$ cat config.mk
export PLATFORM = sky130hd
export DESIGN_NAME = m6800_cycle_gen
export DESIGN_NICKNAME = d
export VERILOG_FILES = /design/src/rtl/m6800_cycle_gen.sv
export SDC_FILE = /design/constraint.sdc
export NUM_CORES = 1
export LEC_CHECK = 0
export ABC_AREA = 1
export BUFFER_PORTS_ARGS = -buffer_cell sky130_fd_sc_hd__buf_2
export CAP_MARGIN = 20
export CORE_UTILIZATION = 53
export CTS_CLUSTER_SIZE = 10
export DETAILED_ROUTE_END_ITERATION = 6
export GPL_TIMING_DRIVEN = 1
export PLACE_DENSITY = 0.72
export SLEW_MARGIN = 20
export SYNTH_ARGS = -nofsm -noshare
export SYNTH_HDL_FRONTEND = slang
export SYNTH_SLANG_ARGS = --single-unit
export TNS_END_PERCENT = 30
$ cat constraint.sdc
create_clock -name C7M -period 1.7 [get_ports C7M]
set_input_delay 0.085 -clock C7M [delete_from_list [all_inputs] [get_ports C7M]]
set_output_delay 0.085 -clock C7M [all_outputs]
set_load 0.01 [all_outputs]
$ cat src/rtl/m6800_cycle_gen.sv
// 6800-style E clock and VPA synchronous-cycle engine; all outputs registered, inputs see SYNC_STAGES of latency.
// No backpressure: E runs free, a cycle follows E timing and ends when the CPU strobe drops.
module m6800_cycle_gen #(
    parameter int E_DIV       = 10,
    parameter int E_HIGH      = 4,
    parameter int VMA_LEAD    = 2,
    parameter int DTACK_LEAD  = 1,
    parameter int SYNC_STAGES = 2
) (
    input  logic C7M,
    input  logic RESET_n,
    input  logic AS_CPU_n,
    input  logic VPA_n,
    input  logic CPUSPACE,
    output logic E_OUT,
    output logic E_FALL,
    output logic VMA_n,
    output logic M6800_DTACK_n,
    output logic BUSY
);
    localparam int CW = $clog2(E_DIV);
    localparam logic [CW-1:0] ECNT_MAX  = CW'(E_DIV - 1);
    localparam logic [CW-1:0] E_RISE    = CW'(E_DIV - E_HIGH);
    localparam logic [CW-1:0] VMA_POS   = CW'(E_DIV - E_HIGH - VMA_LEAD);
    localparam logic [CW-1:0] DTACK_POS = CW'(E_DIV - DTACK_LEAD);

    typedef enum logic [2:0] {IDLE, WAIT_E, VMA_ACT, DTACK_ACT, RELEASE} state_t;

    state_t                 state_q, state_d;
    logic [CW-1:0]          ecnt_q, ecnt_d;
    logic                   e_out_q, e_out_d;
    logic                   e_fall_q, e_fall_d;
    logic                   vma_n_q, vma_n_d;
    logic                   dtack_n_q, dtack_n_d;
    logic                   busy_q, busy_d;
    logic [SYNC_STAGES-1:0] as_sync_q, as_sync_d;
    logic [SYNC_STAGES-1:0] vpa_sync_q, vpa_sync_d;
    logic                   as_s, vpa_s, req;

    assign as_s  = as_sync_q[SYNC_STAGES-1];
    assign vpa_s = vpa_sync_q[SYNC_STAGES-1];
    assign req   = !as_s && !vpa_s && !CPUSPACE;

    // Outputs are registered, so every decision looks at the count of the coming cycle.
    always_comb begin
        ecnt_d        = (ecnt_q == ECNT_MAX) ? '0 : ecnt_q + CW'(1);
        e_out_d       = (ecnt_d >= E_RISE);
        e_fall_d      = (ecnt_d == '0);
        as_sync_d[0]  = AS_CPU_n;
        vpa_sync_d[0] = VPA_n;
        for (int i = 1; i < SYNC_STAGES; i++) begin
            as_sync_d[i]  = as_sync_q[i-1];
            vpa_sync_d[i] = vpa_sync_q[i-1];
        end
    end

    always_ff @(posedge C7M or negedge RESET_n) begin
        if (!RESET_n) begin
            state_q    <= IDLE;
            ecnt_q     <= '0;
            e_out_q    <= 1'b0;
            e_fall_q   <= 1'b0;
            vma_n_q    <= 1'b1;
            dtack_n_q  <= 1'b1;
            busy_q     <= 1'b0;
            as_sync_q  <= '1;
            vpa_sync_q <= '1;
        end else begin
            state_q    <= state_d;
            ecnt_q     <= ecnt_d;
            e_out_q    <= e_out_d;
            e_fall_q   <= e_fall_d;
            vma_n_q    <= vma_n_d;
            dtack_n_q  <= dtack_n_d;
            busy_q     <= busy_d;
            as_sync_q  <= as_sync_d;
            vpa_sync_q <= vpa_sync_d;
        end
    end

    // A strobe drop aborts ahead of any E-position event landing on the same clock.
    always_comb begin
        state_d = state_q;
        unique case (state_q)
            IDLE: begin
                if (req) state_d = (ecnt_d == VMA_POS) ? VMA_ACT : WAIT_E;
            end
            WAIT_E: begin
                if (as_s)                    state_d = IDLE;
                else if (ecnt_d == VMA_POS)  state_d = VMA_ACT;
            end
            VMA_ACT: begin
                if (as_s)                    state_d = IDLE;
                else if (ecnt_d == DTACK_POS) state_d = DTACK_ACT;
            end
            DTACK_ACT: begin
                if (as_s)                    state_d = IDLE;
                else if (ecnt_d == '0)       state_d = RELEASE;
            end
            RELEASE: begin
                if (as_s) state_d = IDLE;
            end
            default: state_d = IDLE;
        endcase
    end

    always_comb begin
        vma_n_d   = !(state_d == VMA_ACT || state_d == DTACK_ACT);
        dtack_n_d = !(state_d == DTACK_ACT || state_d == RELEASE);
        busy_d    = (state_d != IDLE);
    end

    assign E_OUT         = e_out_q;
    assign E_FALL        = e_fall_q;
    assign VMA_n         = vma_n_q;
    assign M6800_DTACK_n = dtack_n_q;
    assign BUSY          = busy_q;
endmodule

==> metrics.txt <==
CP arrival ~1.5 ns; die width between 30 and 40 um; M3 GR Usage 0.0520; Max Fanout on Critical Path 5; Clock Skews approximately 0.0024 ns; Primary FF master, synth dfrtp_1; Vias ~540; first-pass GRT wire length around 2100 um; Max Clock Freq ~770 MHz; post-DP HPWL 967 um; pins over their slew limit 0; number of port buffers 9; synthesized area per cell about 9 um2; H-tree Lvls 1; startpoint types flip-flop; Remaining DRCs 0; Avg Vias per Cell between 4 and 5; RSZ-0062 raised after global routing no; Total GRT Usage 0.221; Synth cell types 19; fin crit period 1.30 ns; syn_nets 85; Initial Util 0.608; status completed; GRT overflow 0; largest net degree at the start of global routing 17; ANT nets after route 0; Net count, final about 100; Synth Instances 80; Ports 10; worst hold slack around 0.2 ns; Slew HR 0.760; Post CTS Setup Buffer Count 0; Root Buffer clkbuf_4; first-pass detailed-route iteration total 4; initial DRC count 13; post-DR wirelength/cell between 10 and 15 um; Clock Sinks 16; area share of the largest cell type after synthesis 0.347; drt total wl between 1000 and 1500 um; top cells by area, synth dfrtp_1 (35%), dfstp_2 (22%), nand2_1 (8.3%); CORE AREA roughly 1200 um2; GR met2 Demand/Resource 0.317; Post-synth EDFFs 0; GR peak layer met2; MaxCap Viol Count 0; CP endpoint kind flip-flop; Die Ht 38.9 um; vias in the first global route roughly 510; met1 Use GR 0.291; dominant cell type by area after synthesis dfrtp_1; diode count 0; flops & latches, synth 16; post-synthesis sequential area ratio 0.566; layout cell share with drive strength beyond 1 0.313; non-filler cells, final 110; # rows 12; TNS Setup 0 ns; worst-margin pin slew roughly 0.36 ns; cts repair resizes 0; Pwr Total 689 uW; cell count after placement 103; TritonCTS clock tree built; post-synthesis instance area 721 um2; share of flip-flops with an asynchronous set or reset 1.00; Fin. Hold Viols 0; HP Class primary input to flip-flop; Synth-to-Final Area Change 17.9%; period utilization 0.767; Static Leak 0.474 nW; TritonCTS Buffers 3; CTS Buffer Depth 2; total die area around 1500 um2; top cells by count, synth nand2_1 (16), inv_1 (15), dfrtp_1 (10); P per Cell Area approximately 810 nW/um2; top-count cell post-synth nand2_1; Final Setup Violations 0; Worst Path Required roughly 1.9 ns; YS warnings 0; Crit Path Class flip-flop to flip-flop; Worst-Skew Late Latency just under 0.3 ns; maximum vdd drop between 600 and 700 uV; RePlAce Congestion roughly 0.86; Clk pin slew, worst setup/hold paths ~0.090 ns; initial antenna violation count 0
[power by group]
part,internal (mW),switching (mW)
Clock,0.131,0.117
Sequential,0.395,0.00424
Combinational,0.0172,0.0252
[flip-flops by register name, summed over array words and instances, names as in the netlist]
signal and cells:
M6800_DTACK_n 1, E_OUT 1, VMA_n 1, as_sync_q 2, E_FALL 1, ecnt_q 4
vpa_sync_q 2, state_q 3, BUSY 1
[layer usage]
metal	share of wire	wire (um)
met1	0.48	587
met2	0.46	559
met3	0.031	38
met4	0.033	40
met5	0	0
[final cells by class]
type,count,area (um2)
clock buffer,4,36.3
fill,89,337
inverter,17,63.8
multi-input combinational,47,249
sequential,16,408
tap,14,17.5
timing repair buffer,12,75.1
[timing repair]
action	CTS	global route
hold buffers	3	0
setup endpoints to repair	0	0
endpoints found under the hold margin	18	0
[kinds of logic (layout without fill, tap and decap cells)]
kind of cell / after synthesis / after routing / synth area share
compound gates: 8 / 8 / 0.0816
flops: 16 / 16 / 0.566
simple gates: 39 / 39 / 0.264
buf+inv: 17 / 33 / 0.0885
[layout by cell type (no fill, tap or decap), drive strengths merged]
cell type	n
nand3	4
o21ai	3
a31oi	1
clkbuf	4
dlygate4sd3	3
nor2	10
inv	16
a21oi	3
nand2	23
dfrtp	10
dfstp	6
a21boi	1
nor3	1
buf	9
nand4	1
clkinv	1
[worst max-delay path, cell delays in order (launching register included)]
cell and delay [ns]:
dfrtp_1 0.43, nor2_1 0.17, nand2_2 0.12, a21boi_2 0.15, nand2_1 0.07, nand2_2 0.07, nand2_2 0.06, nor2_1 0.09
nand2_1 0.05
[per-stage QoR]
stage	instance area, um2	setup WS, ns	utilization
finish	850	0.396	0.716
global route	850	0.268	0.716
CTS	850	0.377	0.716
detailed placement	783	0.383	0.660
global placement	783	0.408	0.660
floorplan	721	0.548	-
[worst paths after layout]
check | from | to | slack (ns) | depth (start not counted)
worst min-delay path | CPUSPACE | state_q[0]$_DFF_PN0_ | 0.20 | 6
worst max-delay path | ecnt_q[3]$_DFF_PN0_ | BUSY$_DFF_PN0_ | 0.40 | 8
min in group asynchronous | RESET_n | E_FALL$_DFF_PN0_ | 0.22 | 2
max in group asynchronous | RESET_n | vpa_sync_q[1]$_DFF_PN1_ | 1.18 | 2
worst max register to register | ecnt_q[3]$_DFF_PN0_ | BUSY$_DFF_PN0_ | 0.40 | 8
worst min register to register | vpa_sync_q[0]$_DFF_PN1_ | vpa_sync_q[1]$_DFF_PN1_ | 0.36 | 0
Note: power is estimated with default switching activity, not from simulation.
